===== config.mk =====
export PLATFORM = sky130hd
export DESIGN_NAME = gestor_modos_flat
export DESIGN_NICKNAME = d
export VERILOG_FILES = /design/src/rtl/gestor_modos_pkg.sv /design/src/rtl/gestor_modos_if.sv /design/src/rtl/gestor_modos_antirrebote.sv /design/src/rtl/gestor_modos.sv /design/src/flat_wrapper.sv
export SDC_FILE = /design/constraint.sdc
export NUM_CORES = 1
export LEC_CHECK = 0
export CORE_ASPECT_RATIO = 0.9
export CORE_MARGIN = 2
export CORE_UTILIZATION = 45
export DETAILED_ROUTE_END_ITERATION = 10
export PLACE_DENSITY = 0.6
export SLEW_MARGIN = 10
export SYNTH_ARGS = -nofsm -noshare
export SYNTH_HDL_FRONTEND = slang
export SYNTH_SLANG_ARGS = --single-unit
export TNS_END_PERCENT = 1

===== constraint.sdc =====
create_clock -name clk -period 5.57 [get_ports clk]
set_input_delay 1.671 -clock clk [delete_from_list [all_inputs] [get_ports clk]]
set_output_delay 1.671 -clock clk [all_outputs]
set_load 0.01 [all_outputs]

===== src/rtl/gestor_modos_pkg.sv =====
// gestor_modos_pkg: shared types and constants for the mode/button front-end.
package gestor_modos_pkg;

  typedef enum logic [1:0] {
    RELOJ        = 2'b00,
    AJ_HORA      = 2'b01,
    ALARMA       = 2'b10,
    TEMPORIZADOR = 2'b11
  } modo_t;

  typedef enum logic [1:0] {
    NORMAL = 2'b00,
    CAMBIO = 2'b01,
    ALERTA = 2'b10
  } estado_t;

  localparam int NUM_BTN = 4;
  localparam int BTN_EST = 0;
  localparam int BTN_CAM = 1;
  localparam int BTN_INC = 2;
  localparam int BTN_DEC = 3;
  localparam int SW1     = 4;
  localparam int SW2     = 5;
  localparam int NUM_IN  = 6;

  // One-hot pick of the winning rise: est > cam > inc > dec.
  function automatic logic [NUM_BTN-1:0] primer_boton(input logic [NUM_BTN-1:0] sube);
    logic [NUM_BTN-1:0] r;
    r = '0;
    if (sube[BTN_EST])      r[BTN_EST] = 1'b1;
    else if (sube[BTN_CAM]) r[BTN_CAM] = 1'b1;
    else if (sube[BTN_INC]) r[BTN_INC] = 1'b1;
    else if (sube[BTN_DEC]) r[BTN_DEC] = 1'b1;
    return r;
  endfunction

endpackage


===== src/rtl/gestor_modos_if.sv =====
// gestor_modos_if: board-side raw inputs and datapath-side event outputs.
interface gestor_modos_if;
  import gestor_modos_pkg::*;

  logic  switch1, switch2;
  logic  incrementar, decrementar, cambiar, establecer;
  logic  alarm_req, timer_req;
  modo_t modo;
  logic  evt_inc, evt_dec, evt_cam, evt_est;
  modo_t evt_dst;
  logic  ack_alarma, ack_timer;
  logic  bloqueo;

  modport slave (
    input  switch1, switch2, incrementar, decrementar, cambiar, establecer,
    input  alarm_req, timer_req,
    output modo, evt_inc, evt_dec, evt_cam, evt_est, evt_dst,
    output ack_alarma, ack_timer, bloqueo
  );

  modport master (
    output switch1, switch2, incrementar, decrementar, cambiar, establecer,
    output alarm_req, timer_req,
    input  modo, evt_inc, evt_dec, evt_cam, evt_est, evt_dst,
    input  ack_alarma, ack_timer, bloqueo
  );
endinterface


===== src/rtl/gestor_modos_antirrebote.sv =====
// gestor_modos_antirrebote: 2-FF synchronizer followed by a down-counting
// debounce window; the level flips after DB consecutive differing cycles.
module gestor_modos_antirrebote #(
  parameter int DB = 10
) (
  input  logic clk,
  input  logic rst,
  input  logic raw_i,
  output logic nivel_o,
  output logic sube_o
);
  localparam int DB_EFF = (DB < 1) ? 1 : DB;
  localparam int CW     = (DB_EFF > 1) ? $clog2(DB_EFF) : 1;
  localparam logic [CW-1:0] CNT_TC = CW'(DB_EFF - 1);

  logic          sync1_q, sync2_q;
  logic          nivel_q, sube_q;
  logic [CW-1:0] cnt_q;

  // Bring the raw pin into the clk domain.
  always_ff @(posedge clk or posedge rst) begin
    if (rst) begin
      sync1_q <= 1'b0;
      sync2_q <= 1'b0;
    end else begin
      sync1_q <= raw_i;
      sync2_q <= sync1_q;
    end
  end

  // Reload while stable; flip the level when the window runs out.
  always_ff @(posedge clk or posedge rst) begin
    if (rst) begin
      nivel_q <= 1'b0;
      sube_q  <= 1'b0;
      cnt_q   <= '0;
    end else begin
      sube_q <= 1'b0;
      if (sync2_q == nivel_q) begin
        cnt_q <= CNT_TC;
      end else if (cnt_q == '0) begin
        nivel_q <= sync2_q;
        sube_q  <= sync2_q;
        cnt_q   <= CNT_TC;
      end else begin
        cnt_q <= cnt_q - 1'b1;
      end
    end
  end

  assign nivel_o = nivel_q;
  assign sube_o  = sube_q;
endmodule


===== src/rtl/gestor_modos.sv =====
// gestor_modos: debounced, mode-tagged button events for the clock front-end.
// Optional inc/dec auto-repeat is compiled in with AUTO_REPEAT_EN.
//
// state  | meaning
// NORMAL | buttons produce events tagged with modo
// CAMBIO | switches differ from modo; commit once all buttons are released
// ALERTA | alarm/timer pending; first press acknowledges, then wait release
module gestor_modos
  import gestor_modos_pkg::*;
#(
  parameter int CLK_HZ          = 50_000_000,
  parameter int DEBOUNCE_MS     = 20,
  parameter int REPEAT_DELAY_MS = 500,
  parameter int REPEAT_RATE_MS  = 500
) (
  input  logic          clk,
  input  logic          reset,
  gestor_modos_if.slave bus
);
  localparam int DB = CLK_HZ / 1000 * DEBOUNCE_MS;

  logic [NUM_IN-1:0]  raw, nivel, sube;
  logic [NUM_BTN-1:0] btn_lvl, btn_rise, sel;
  modo_t              sw_modo;
  logic               any_held, others_held, req;
  logic               unused_sw_sube;

  estado_t            estado_q, estado_d;
  modo_t              modo_q, modo_d, dst_q, dst_d;
  logic [NUM_BTN-1:0] evt_q, evt_d;
  logic               ack_al_q, ack_al_d, ack_tm_q, ack_tm_d;
  logic               acked_q, acked_d;

  assign raw[BTN_EST] = bus.establecer;
  assign raw[BTN_CAM] = bus.cambiar;
  assign raw[BTN_INC] = bus.incrementar;
  assign raw[BTN_DEC] = bus.decrementar;
  assign raw[SW1]     = bus.switch1;
  assign raw[SW2]     = bus.switch2;

  for (genvar g = 0; g < NUM_IN; g++) begin : g_ar
    gestor_modos_antirrebote #(.DB(DB)) u_ar (
      .clk     (clk),
      .rst     (reset),
      .raw_i   (raw[g]),
      .nivel_o (nivel[g]),
      .sube_o  (sube[g])
    );
  end

  assign btn_lvl        = nivel[NUM_BTN-1:0];
  assign btn_rise       = sube[NUM_BTN-1:0];
  assign sw_modo        = modo_t'({nivel[SW2], nivel[SW1]});
  assign unused_sw_sube = ^sube[NUM_IN-1:NUM_BTN];
  assign any_held       = |btn_lvl;
  // A rise only counts as a fresh press if nothing else was already down.
  assign others_held    = |(btn_lvl & ~btn_rise);
  assign req            = bus.alarm_req | bus.timer_req;
  assign sel            = primer_boton(btn_rise);

`ifdef AUTO_REPEAT_EN
  localparam int RD     = CLK_HZ / 1000 * REPEAT_DELAY_MS;
  localparam int RR     = CLK_HZ / 1000 * REPEAT_RATE_MS;
  localparam int RD_EFF = (RD < 1) ? 1 : RD;
  localparam int RR_EFF = (RR < 1) ? 1 : RR;
  localparam int RMAX   = (RD_EFF > RR_EFF) ? RD_EFF : RR_EFF;
  localparam int RCW    = (RMAX > 1) ? $clog2(RMAX) : 1;
  localparam logic [RCW-1:0] RD_TC = RCW'(RD_EFF - 1);
  localparam logic [RCW-1:0] RR_TC = RCW'(RR_EFF - 1);

  logic           rep_act_q, rep_act_d, rep_dec_q, rep_dec_d, rep_held;
  logic [RCW-1:0] rep_cnt_q, rep_cnt_d;

  assign rep_held = rep_dec_q ? btn_lvl[BTN_DEC] : btn_lvl[BTN_INC];

  // Auto-repeat bookkeeping: active flag, which button, down-counter.
  always_ff @(posedge clk or posedge reset) begin
    if (reset) begin
      rep_act_q <= 1'b0;
      rep_dec_q <= 1'b0;
      rep_cnt_q <= '0;
    end else begin
      rep_act_q <= rep_act_d;
      rep_dec_q <= rep_dec_d;
      rep_cnt_q <= rep_cnt_d;
    end
  end
`else
  logic unused_rep_cfg;
  assign unused_rep_cfg = ^{REPEAT_DELAY_MS[0], REPEAT_RATE_MS[0]};
`endif

  // FSM state, committed mode and registered strobes.
  always_ff @(posedge clk or posedge reset) begin
    if (reset) begin
      estado_q <= NORMAL;
      modo_q   <= RELOJ;
      dst_q    <= RELOJ;
      evt_q    <= '0;
      ack_al_q <= 1'b0;
      ack_tm_q <= 1'b0;
      acked_q  <= 1'b0;
    end else begin
      estado_q <= estado_d;
      modo_q   <= modo_d;
      dst_q    <= dst_d;
      evt_q    <= evt_d;
      ack_al_q <= ack_al_d;
      ack_tm_q <= ack_tm_d;
      acked_q  <= acked_d;
    end
  end

  // Next state, mode commit, events and acknowledges.
  always_comb begin
    estado_d = estado_q;
    modo_d   = modo_q;
    dst_d    = modo_q;
    evt_d    = '0;
    ack_al_d = 1'b0;
    ack_tm_d = 1'b0;
    acked_d  = acked_q;
`ifdef AUTO_REPEAT_EN
    rep_act_d = 1'b0;
    rep_dec_d = rep_dec_q;
    rep_cnt_d = rep_cnt_q;
`endif
    unique case (estado_q)
      NORMAL: begin
        if (req && !any_held) begin
          estado_d = ALERTA;
          acked_d  = 1'b0;
        end else if (sw_modo != modo_q) begin
          estado_d = CAMBIO;
          if (!any_held) modo_d = sw_modo;
        end else if (|btn_rise && !others_held) begin
          if (modo_q != RELOJ) begin
            evt_d = sel;
`ifdef AUTO_REPEAT_EN
            if (sel[BTN_INC] || sel[BTN_DEC]) begin
              rep_act_d = 1'b1;
              rep_dec_d = sel[BTN_DEC];
              rep_cnt_d = RD_TC;
            end
`endif
          end
        end
`ifdef AUTO_REPEAT_EN
        else if (rep_act_q && rep_held) begin
          rep_act_d = 1'b1;
          if (rep_cnt_q == '0) begin
            if (rep_dec_q) evt_d[BTN_DEC] = 1'b1;
            else           evt_d[BTN_INC] = 1'b1;
            rep_cnt_d = RR_TC;
          end else begin
            rep_cnt_d = rep_cnt_q - 1'b1;
          end
        end
`endif
      end
      CAMBIO: begin
        if (req && !any_held) begin
          estado_d = ALERTA;
          acked_d  = 1'b0;
        end else if (sw_modo == modo_q) begin
          estado_d = NORMAL;
        end else if (!any_held) begin
          modo_d = sw_modo;
        end
      end
      ALERTA: begin
        if (!acked_q) begin
          if (|btn_rise) begin
            ack_al_d = bus.alarm_req;
            ack_tm_d = bus.timer_req;
            acked_d  = 1'b1;
          end else if (!req) begin
            estado_d = NORMAL;
          end
        end else if (!any_held) begin
          estado_d = NORMAL;
        end
      end
      default: estado_d = NORMAL;
    endcase
  end

  assign bus.modo       = modo_q;
  assign bus.evt_dst    = dst_q;
  assign bus.evt_inc    = evt_q[BTN_INC];
  assign bus.evt_dec    = evt_q[BTN_DEC];
  assign bus.evt_cam    = evt_q[BTN_CAM];
  assign bus.evt_est    = evt_q[BTN_EST];
  assign bus.ack_alarma = ack_al_q;
  assign bus.ack_timer  = ack_tm_q;
  assign bus.bloqueo    = (estado_q == CAMBIO);
endmodule


===== src/flat_wrapper.sv =====
// flat-port wrapper written by rule: the top's interface ports become plain ports
module gestor_modos_flat import gestor_modos_pkg::*;
#(
  parameter int CLK_HZ          = 50_000_000,
  parameter int DEBOUNCE_MS     = 20,
  parameter int REPEAT_DELAY_MS = 500,
  parameter int REPEAT_RATE_MS  = 500
)
  (clk, reset, bus_switch1, bus_switch2, bus_incrementar, bus_decrementar, bus_cambiar, bus_establecer, bus_alarm_req, bus_timer_req, bus_modo, bus_evt_inc, bus_evt_dec, bus_evt_cam, bus_evt_est, bus_evt_dst, bus_ack_alarma, bus_ack_timer, bus_bloqueo);
  gestor_modos_if bus_i ();
  input  logic clk;
  input  logic reset;
  input wire logic [$bits(bus_i.switch1)-1:0] bus_switch1;
  input wire logic [$bits(bus_i.switch2)-1:0] bus_switch2;
  input wire logic [$bits(bus_i.incrementar)-1:0] bus_incrementar;
  input wire logic [$bits(bus_i.decrementar)-1:0] bus_decrementar;
  input wire logic [$bits(bus_i.cambiar)-1:0] bus_cambiar;
  input wire logic [$bits(bus_i.establecer)-1:0] bus_establecer;
  input wire logic [$bits(bus_i.alarm_req)-1:0] bus_alarm_req;
  input wire logic [$bits(bus_i.timer_req)-1:0] bus_timer_req;
  output wire logic [$bits(bus_i.modo)-1:0] bus_modo;
  output wire logic [$bits(bus_i.evt_inc)-1:0] bus_evt_inc;
  output wire logic [$bits(bus_i.evt_dec)-1:0] bus_evt_dec;
  output wire logic [$bits(bus_i.evt_cam)-1:0] bus_evt_cam;
  output wire logic [$bits(bus_i.evt_est)-1:0] bus_evt_est;
  output wire logic [$bits(bus_i.evt_dst)-1:0] bus_evt_dst;
  output wire logic [$bits(bus_i.ack_alarma)-1:0] bus_ack_alarma;
  output wire logic [$bits(bus_i.ack_timer)-1:0] bus_ack_timer;
  output wire logic [$bits(bus_i.bloqueo)-1:0] bus_bloqueo;
  assign bus_i.switch1 = bus_switch1;
  assign bus_i.switch2 = bus_switch2;
  assign bus_i.incrementar = bus_incrementar;
  assign bus_i.decrementar = bus_decrementar;
  assign bus_i.cambiar = bus_cambiar;
  assign bus_i.establecer = bus_establecer;
  assign bus_i.alarm_req = bus_alarm_req;
  assign bus_i.timer_req = bus_timer_req;
  assign bus_modo = bus_i.modo;
  assign bus_evt_inc = bus_i.evt_inc;
  assign bus_evt_dec = bus_i.evt_dec;
  assign bus_evt_cam = bus_i.evt_cam;
  assign bus_evt_est = bus_i.evt_est;
  assign bus_evt_dst = bus_i.evt_dst;
  assign bus_ack_alarma = bus_i.ack_alarma;
  assign bus_ack_timer = bus_i.ack_timer;
  assign bus_bloqueo = bus_i.bloqueo;
  gestor_modos #(.CLK_HZ(CLK_HZ), .DEBOUNCE_MS(DEBOUNCE_MS), .REPEAT_DELAY_MS(REPEAT_DELAY_MS), .REPEAT_RATE_MS(REPEAT_RATE_MS)) u_core (.clk(clk), .reset(reset), .bus(bus_i));
endmodule

# ---- Yosys cells after proc, flatten, opt, wreduce, memory -nomap -nowiden
# Index checks and enable logic that the tools add are counted.
dict set report op_classes {
  addsub 6
  n_eq_ne 20
  n_mux 57
  bitwise 9
  n_reduce_logical 27
}
# operator n
set op_table {}
lappend op_table {{20-bit 2-to-1 mux} 12}
lappend op_table {{20-bit zero test} 6}
lappend op_table {{20-bit by 1-bit subtractor with 20-bit output (second input constant)} 6}
lappend op_table {{2-bit 2-to-1 mux} 14}
lappend op_table {{1-bit 2-to-1 mux} 22}
lappend op_table {{4-bit 2-to-1 mux} 5}
lappend op_table {{2-bit AND reduction} 7}
lappend op_table {{4-bit OR reduction} 3}
lappend op_table {{5-bit AND reduction} 2}
lappend op_table {{1-bit == test} 6}
lappend op_table {{2-bit != test (second input constant)} 3}
lappend op_table {{3-bit by 1-bit != test with 1-bit output (second input constant)} 2}
lappend op_table {{3-bit != test (second input constant)} 2}
lappend op_table {{1-bit NOT} 6}
lappend op_table {{2-bit one-hot mux with 3 select lines} 1}
lappend op_table {{2-bit nonzero test} 3}
lappend op_table {{4-bit AND} 1}
lappend op_table {{2-bit by 1-bit != test with 1-bit output (second input constant)} 2}
lappend op_table {{4-bit NOT} 1}
lappend op_table {{2-bit one-hot mux with 2 select lines} 1}
lappend op_table {{3-bit 2-to-1 mux} 1}
lappend op_table {{3-bit by 2-bit != test with 1-bit output (second input constant)} 1}
lappend op_table {{2-bit by 1-bit == test with 1-bit output (second input constant)} 1}
lappend op_table {{2-bit == test} 1}
lappend op_table {{8 further kinds} 10}
dict set report totals {
  reg_bits 155
  inputBits 10
  elab_cells 154
}

# ---- Longest topological paths before layout
# Gate-level depths: netlist of run 1.
dict set report logic_depth {
  word_depth 9
  ltp_mapped 7
  depth_no_buf 6
}

# ---- By module
# A second synthesis of run 1 with hierarchy kept.
dict set report hier_totals {
  hier_cells 679
  hier_area_um2 7420.9
}
# module instances cells_per_inst area_per_inst_um2
set by_module_without_submodules {}
lappend by_module_without_submodules {{gestor_modos_antirrebote (u_core.g_ar[3].u_ar ...)} 3 106 1157.4}
lappend by_module_without_submodules {{gestor_modos_antirrebote (u_core.g_ar[0].u_ar ...)} 3 103 1111.1}
lappend by_module_without_submodules {gestor_modos 1 52 615.6}

# ---- Worst setup path before layout of run 1
# Ideal clock, no wire load.
dict set report synth_timing {
  path_kind {input -> register}
  start {input port bus_timer_req}
  end {register u_core.evt_q[2]}
  setup_time_ns 0.101
  arrival_ns 2.455
  slack_ns 3.015
  cell_stages 4
  cell_sequence {or2_2 > a21oi_1 > nand4_1 > nor4_1}
}
dict set report synth_between {
  elab_chain_len 4
}
# item line_no
set synth_lines {}
lappend synth_lines {{start, declared} flat_wrapper.sv:20} ;# input wire logic [$bits(bus_i.timer_req)-1:0] bus_timer_req;
lappend synth_lines {{1-bit bitwise OR} gestor_modos.sv:58} ;# assign req = bus.alarm_req | bus.timer_req;
lappend synth_lines {{1-bit logical AND} gestor_modos.sv:130} ;# if (req && !any_held) begin
lappend synth_lines {{4-bit 2-to-1 mux} gestor_modos.sv:130}
lappend synth_lines {{4-bit 2-to-1 mux} gestor_modos.sv:128} ;# unique case (estado_q)
lappend synth_lines {{net u_core.evt_d[2]} gestor_modos.sv:30} ;# logic [NUM_BTN-1:0] evt_q, evt_d;
lappend synth_lines {{end signal, assigned} gestor_modos.sv:107} ;# evt_q <= evt_d;
lappend synth_lines {{end, declared} gestor_modos.sv:30}
# The timed path passes the listed nets, and every way through them passes these cells.
# A chain may end at the register's enable or synchronous reset.

# ---- Worst setup path in the final report of run 1
dict set report layout_timing {
  start {register u_core.estado_q[1]}
  end {output port bus_bloqueo}
}
dict set report layout_between {
  elab_chain_len 1
}
# item line_no
set layout_lines {}
lappend layout_lines {{start, declared} gestor_modos.sv:28} ;# estado_t estado_q, estado_d;
lappend layout_lines {{start signal, assigned} gestor_modos.sv:104} ;# estado_q <= estado_d;
lappend layout_lines {{2-bit by 1-bit == test with 1-bit output} gestor_modos.sv:196} ;# assign bus.bloqueo = (estado_q == CAMBIO);
lappend layout_lines {{end, declared} flat_wrapper.sv:29} ;# output wire logic [$bits(bus_i.bloqueo)-1:0] bus_bloqueo;
# No other way between the ends.

==> results.ini, run 1 <==
[floorplanning]
dieArea_um2 = 17200
io-pin-count = 21
core-area_um2 = 16000
start_util_pct = 45.5
die_h_um = 125
rows = 44
die_x_um = 138

[finish]
n_antenna_cell = 0
area_delta_synth_final_pct = 13.8
nFillCells = 1374
instances_no_fill = 957
drive_gt1_share_pct = 7.60
finalNetCount = 759

[run_status]
outcome = complete, no violations

[global_route]
gr-total-overflow = 0
antenna_found_initial = 0
grt_pass1_vias = 5186
grt_usage_pct = 17.4
grt_max_degree = 127
grt_first_pass_wirelength_mm = 24.7

[worst_setup_path]
crit_required_ns = 3.90
slowest_stage = clkdlybuf4s50_1
critPathLaunch = u_core.estado_q[1]$_DFFE_PP0P_
cp-start-kind = register
reg2reg_to = u_core.g_ar[5].u_ar.cnt_q[4]$_DFF_PP0_
r2r_slack_ns = 3.14
rr_worst_depth = 4
worstSetupEndpointType = primary output
crit_chain = nor2b_1 > clkdlybuf4s50_1
critPathKind = register to primary output
crit_fanout = 8
crit_end = bus_bloqueo
r2r_start = u_core.g_ar[5].u_ar.cnt_q[2]$_DFF_PP0_
arrival_ns = 1.60
slowest_delay_ns = 0.55

[power]
static-leakage-power_uw = 0.00314
p_per_area_nw_per_um2 = 284
max-vdd-ir-drop_v = 0.000257

[sta]
hold_violations = 0
report.final.slew_viol_count = 0
worst_pin_slew_ns = 1.05
finClkSkew_ns = 0.00749
max_freq_mhz = 306
period_needed_ns = 3.27
relSlewSlack_pct = 29.6
period_share_pct = 58.7
finalSetupViolations = 0
fin_setup_tns_ns = 0
rsz0062_at_grt = no

[clock_network]
cts_buffers = 17
cts_resized = 0
clk_latency_ns = 0.42
cts.clk_slew.worst_paths_ns = 0.06
post-cts-setup-buffer-count = 0
clkSinkCount = 155
hold_buffers = 0
htreeDepth = 4
clockBufferDepth = 2
root_buffer = clkbuf_16
cts_tree = done

[yosys]
ys_types = 57
synth_flop_cell = dfrtp_1
synth_edf_count = 0
synthArstFlopShare_pct = 100
syn_area_um2 = 7300
ys_warn_count = 0
ys_seq_elements = 155
postSynthCellCount = 707
syn_nets = 729
yosysSeqAreaShare_pct = 53.2
syn_avg_cell_area_um2 = 10.3

[placement]
dp_hpwl_mm = 9.75
post-place-cells = 925
place_congestion = 0.800
portBuffers = 20

[routing]
drtIter0Drc = 298
via_per_inst = 5.60
wirelength_mm = 14.5
detail-route-antenna-nets = 0
vias = 5361
wl_per_cell_um = 15.1
first_pass_iters = 5
drc = 0

[min_path]
hold_class = register to register

[run]
drv_cap = 0

[synthesized netlist by cell type, drive strengths merged (3+ instances only)]
library cell / instances / area share (%)
and3: 3 / 0.26
or4: 20 / 2.1
inv: 22 / 1.1
o21a: 4 / 0.41
and4: 3 / 0.36
nand4b: 3 / 0.36
nor3b: 13 / 1.3
and4b: 3 / 0.41
dfrtp: 155 / 53
nor3: 18 / 1.3
o31ai: 14 / 1.5
mux2: 8 / 1.2
nand2: 71 / 3.7
a21oi: 23 / 1.6
xnor2: 34 / 4.1
clkbuf: 5 / 0.26
ha: 12 / 2.1
nand3: 36 / 2.5
or2: 7 / 0.60
nand3b: 4 / 0.41
or4b: 4 / 0.55
nor4b: 4 / 0.57
o41ai: 6 / 0.72
buf: 5 / 0.34
nand4: 15 / 1.3
or3: 18 / 1.5
nor4: 30 / 2.8
o21ai: 18 / 1.2
nor2: 79 / 4.1
o211ai: 3 / 0.31
xor2: 41 / 4.9
[through the flow]
step                      utilization [%]  worst slack [ns]  power [µW]  instance area, µm²  hold WS, ns
after global placement               48.3              2.34        1280                7730        0.331
after CTS                            51.8              2.27        2390                8300        0.350
after detailed placement             48.3              2.32        1280                7730        0.336
after floorplan                         -              1.94        1250                7300        0.331
after global routing                 51.8              2.21        2450                8300        0.351
final                                51.8              2.30        2360                8300        0.349
[worst max-delay path, delay by kind of cell, from the launching register on]
family                 cells  cell delay (ns)
buffers and inverters      1             0.55
DFF                        1             0.45
and+or+nand+nor            1             0.18
[registers in the layout, indices dropped and copies added (netlist names)]
name and cells:
u_core.acked_q 1, u_core.bus.ack_alarma 1, u_core.bus.ack_timer 1, u_core.bus.evt_dst 2, u_core.bus.modo 2, u_core.estado_q 2
u_core.evt_q 4, u_core.g_ar.u_ar.cnt_q 120, u_core.g_ar.u_ar.nivel_o 6, u_core.g_ar.u_ar.sube_o 4, u_core.g_ar.u_ar.sync1_q 6, u_core.g_ar.u_ar.sync2_q 6
[power by group]
| group | switching [µW] | internal (µW) | leakage, µW | total [µW] |
|---|---|---|---|---|
| clock | 450 | 650 | 0.000273 | 1100 |
| sequential | 22.9 | 1140 | 0.00178 | 1170 |
| combinational | 60.4 | 29.7 | 0.00109 | 90.1 |
[placed cells by master (no fill, tap or decap), types with 18 or more instances in the layout]
| cell type | Yosys | layout |
|---|---|---|
| dfrtp_1 | 155 | 155 |
| clkdlybuf4s50_1 | 0 | 20 |
| a21oi_1 | 23 | 23 |
| inv_1 | 22 | 21 |
| nor4_1 | 27 | 27 |
| xor2_1 | 41 | 41 |
| nor2_1 | 79 | 79 |
| or4_1 | 19 | 19 |
| nand3_1 | 36 | 36 |
| or3_1 | 18 | 18 |
| xnor2_1 | 34 | 34 |
| nand2_1 | 71 | 71 |
[worst min-delay path by stage]
stage,startpoint,to,cells after the start
after floorplan,u_core.g_ar[0].u_ar.sync1_q$_DFF_PP0_,u_core.g_ar[0].u_ar.sync2_q$_DFF_PP0_,0
after global placement,u_core.g_ar[4].u_ar.sync1_q$_DFF_PP0_,u_core.g_ar[4].u_ar.sync2_q$_DFF_PP0_,0
after detailed placement,u_core.g_ar[4].u_ar.sync1_q$_DFF_PP0_,u_core.g_ar[4].u_ar.sync2_q$_DFF_PP0_,0
after CTS,u_core.g_ar[4].u_ar.sync1_q$_DFF_PP0_,u_core.g_ar[4].u_ar.sync2_q$_DFF_PP0_,0
after global routing,u_core.g_ar[4].u_ar.sync1_q$_DFF_PP0_,u_core.g_ar[4].u_ar.sync2_q$_DFF_PP0_,0
final,u_core.g_ar[4].u_ar.sync1_q$_DFF_PP0_,u_core.g_ar[4].u_ar.sync2_q$_DFF_PP0_,0
[cell families (layout without fill, tap and decap cells)]
family	Yosys count	after routing	synth area share, %
xor+xnor	75	75	9.00
buf+inv	32	75	1.73
mux	8	8	1.23
fa+ha+maj	12	12	2.06
compound gates	87	87	8.01
flops	155	155	53.2
simple gates	338	338	24.8
[layout make-up]
| class | count | area [µm²] | area share, % |
|---|---|---|---|
| Sequential cell | 155 | 3880 | 46.7 |
| Multi-Input combinational cell | 520 | 3290 | 39.7 |
| Clock buffer | 22 | 474 | 5.71 |
| Tap cell | 207 | 259 | 3.12 |
| Timing Repair Buffer | 21 | 220 | 2.65 |
| Clock inverter | 10 | 90.1 | 1.09 |
| Inverter | 22 | 86.3 | 1.04 |
[metal layers]
layer	wire (µm)	global-route usage, %
met1	7190	23.9
met4	232	6.84
met3	471	4.34
met5	0	0
met2	6600	26.8
(Power assumes the default switching activity.)
==> run 2: changes to the inputs <==
--- a/config.mk
+++ b/config.mk
@@ -9,7 +9,7 @@
 export CORE_MARGIN = 2
 export CORE_UTILIZATION = 45
 export DETAILED_ROUTE_END_ITERATION = 10
-export PLACE_DENSITY = 0.6
+export PLACE_DENSITY = 0.57
 export SLEW_MARGIN = 10
 export SYNTH_ARGS = -nofsm -noshare
 export SYNTH_HDL_FRONTEND = slang
==> constraint.sdc (replaced) <==
create_clock -name clk -period 3.01 [get_ports clk]
set_input_delay 0.903 -clock clk [delete_from_list [all_inputs] [get_ports clk]]
set_output_delay 0.903 -clock clk [all_outputs]
set_load 0.01 [all_outputs]
==> results.ini, run 2 (synthesis results as in run 1) <==
[finish]
nFillCells = 1447
seqCellArea_um2 = 3880
largest_register = u_core.g_ar.u_ar.cnt_q
instances_no_fill = 968
drive_gt1_share_pct = 9.07
multi_input_area_um2 = 3290
n_antenna_cell = 0
largest_register_ff_count = 120
area_delta_synth_final_pct = 15.5
most-common-layout-cells = dfrtp_1, nor2_1, nand2_1, xor2_1, nand3_1
finalNetCount = 770
layout_commonest_cell = dfrtp_1

[power]
max-vdd-ir-drop_v = 0.000373
p_total_uw = 4480
p_per_area_nw_per_um2 = 531
static-leakage-power_uw = 0.00322

[sta]
rsz0062_at_grt = no
report.final.slew_viol_count = 0
finalSetupViolations = 0
fin_setup_tns_ns = 0
hold_violations = 0
finClkSkew_ns = 0.00853
layout_setup_ws_ns = 0.444
worst_pin_slew_ns = 0.960
period_needed_ns = 2.57
relSlewSlack_pct = 35.4
max_freq_mhz = 390
period_share_pct = 85.2

[global_route]
grt_max_degree = 99
grt_usage_pct = 17.5
grt_first_pass_wirelength_mm = 25.0
antenna_found_initial = 0
gr-total-overflow = 0
grt_pass1_vias = 5209

[floorplanning]
rows = 44
die_h_um = 125
io-pin-count = 21
core-area_um2 = 16000
die_x_um = 138
dieArea_um2 = 17200
start_util_pct = 45.5

[worst_setup_path]
crit_required_ns = 2.11
crit_chain = nor2b_1 > clkdlybuf4s50_1
crit_fanout = 8
slowest_delay_ns = 0.58
cp-start-kind = register
critPathKind = register to primary output
worstSetupEndpointType = primary output
arrival_ns = 1.66
slowest_stage = clkdlybuf4s50_1

[routing]
vias = 5324
first_pass_iters = 4
met3_wirelength_um = 399
detail-route-antenna-nets = 0
wl_met2_mm = 6.53
wirelength_mm = 14.3
wl_per_cell_um = 14.8
drtIter0Drc = 323
met1_length_mm = 7.19
via_per_inst = 5.50
drc = 0
topRoutingLayerUsed = met4

[clock_network]
cts.clk_slew.worst_paths_ns = 0.06
post-cts-setup-buffer-count = 0
hold_buffers = 0
clkSinkCount = 155
htreeDepth = 4
cts_tree = done
clockBufferDepth = 2
cts_resized = 0
cts_buffers = 17
clk_latency_ns = 0.42
root_buffer = clkbuf_16

[run_status]
outcome = complete, no violations

[placement]
post-place-cells = 936
place_congestion = 0.798
dp_hpwl_mm = 9.70
portBuffers = 20
pre_cts_ws_ns = 0.571

[min_path]
hold_class = register to register

[run]
drv_cap = 0

-- run 2: cell count changes in the layout (fill, tap and decap cells not counted), sizes merged --
cell / previous run / this run
clkinv: 4 / 6
clkinvlp: 4 / 5
buf: 1 / 12
clkbuf: 22 / 19
bufinv: 1 / 3
inv: 23 / 21
-- run 2: final timing paths --
| check | start | end | slack [ns] | cells past startpoint |
|---|---|---|---|---|
| worst max-delay path | u_core.estado_q[1]$_DFFE_PP0P_ | bus_bloqueo | 0.44 | 2 |
| worst min-delay path | u_core.g_ar[5].u_ar.sync1_q$_DFF_PP0_ | u_core.g_ar[5].u_ar.sync2_q$_DFF_PP0_ | 0.35 | 0 |
| worst max register to register | u_core.g_ar[3].u_ar.cnt_q[0]$_DFF_PP0_ | u_core.g_ar[3].u_ar.cnt_q[10]$_DFF_PP0_ | 0.71 | 6 |
| worst min register to register | u_core.g_ar[5].u_ar.sync1_q$_DFF_PP0_ | u_core.g_ar[5].u_ar.sync2_q$_DFF_PP0_ | 0.35 | 0 |
| max in group asynchronous | reset | u_core.g_ar[2].u_ar.cnt_q[12]$_DFF_PP0_ | 1.59 | 3 |
| min in group asynchronous | reset | u_core.bus.evt_dst[0]$_DFF_PP0_ | 0.94 | 3 |
-- run 2: critical path: cells and delay by family (launching register included) --
kind | cells | cell delay (ns)
buffers and inverters | 1 | 0.58
flip-flops | 1 | 0.45
AND/OR/NAND/NOR | 1 | 0.21
-- run 2: where the power goes --
| group | leakage (µW) | switching (µW) | internal [µW] | total [µW] |
|---|---|---|---|---|
| Combinational | 0.00115 | 112 | 57.9 | 170 |
| Clock | 0.000284 | 833 | 1320 | 2150 |
| Sequential | 0.00178 | 40.8 | 2120 | 2160 |
| Total | 0.00322 | 986 | 3490 | 4480 |
-- run 2: metal layers --
layer,vias to the layer above,track usage (%)
met3,14,4.42
met1,2609,24.7
met2,59,26.9
li1,2642,-
met4,0,5.28
met5,-,0
-- run 2: cell type report --
class,count,share of cell area [%]
Clock buffer,19,5.26
Clock inverter,13,1.78
Inverter,22,1.02
Multi-Input combinational cell,520,39.1
Sequential cell,155,46.0
Tap cell,207,3.07
Timing Repair Buffer,32,3.74
-- run 2: through the flow --
| stage | hold slack (ns) | area [µm²] | util [%] |
|---|---|---|---|
| after floorplan | 0.331 | 7300 | - |
| after detailed placement | 0.335 | 7830 | 48.9 |
| after global routing | 0.358 | 8420 | 52.6 |
| final | 0.347 | 8420 | 52.6 |
| after global placement | 0.331 | 7830 | 48.9 |
| after CTS | 0.348 | 8420 | 52.6 |
==> run 3: changes to the inputs <==
--- a/config.mk
+++ b/config.mk
@@ -9,6 +9,7 @@
 export CORE_MARGIN = 2
 export CORE_UTILIZATION = 45
 export DETAILED_ROUTE_END_ITERATION = 10
+export GPL_ROUTABILITY_DRIVEN = 0
 export PLACE_DENSITY = 0.57
 export SLEW_MARGIN = 10
 export SYNTH_ARGS = -nofsm -noshare
==> results of run 3 <==
Final layout, timing and power as in run 2 (identical DEF).
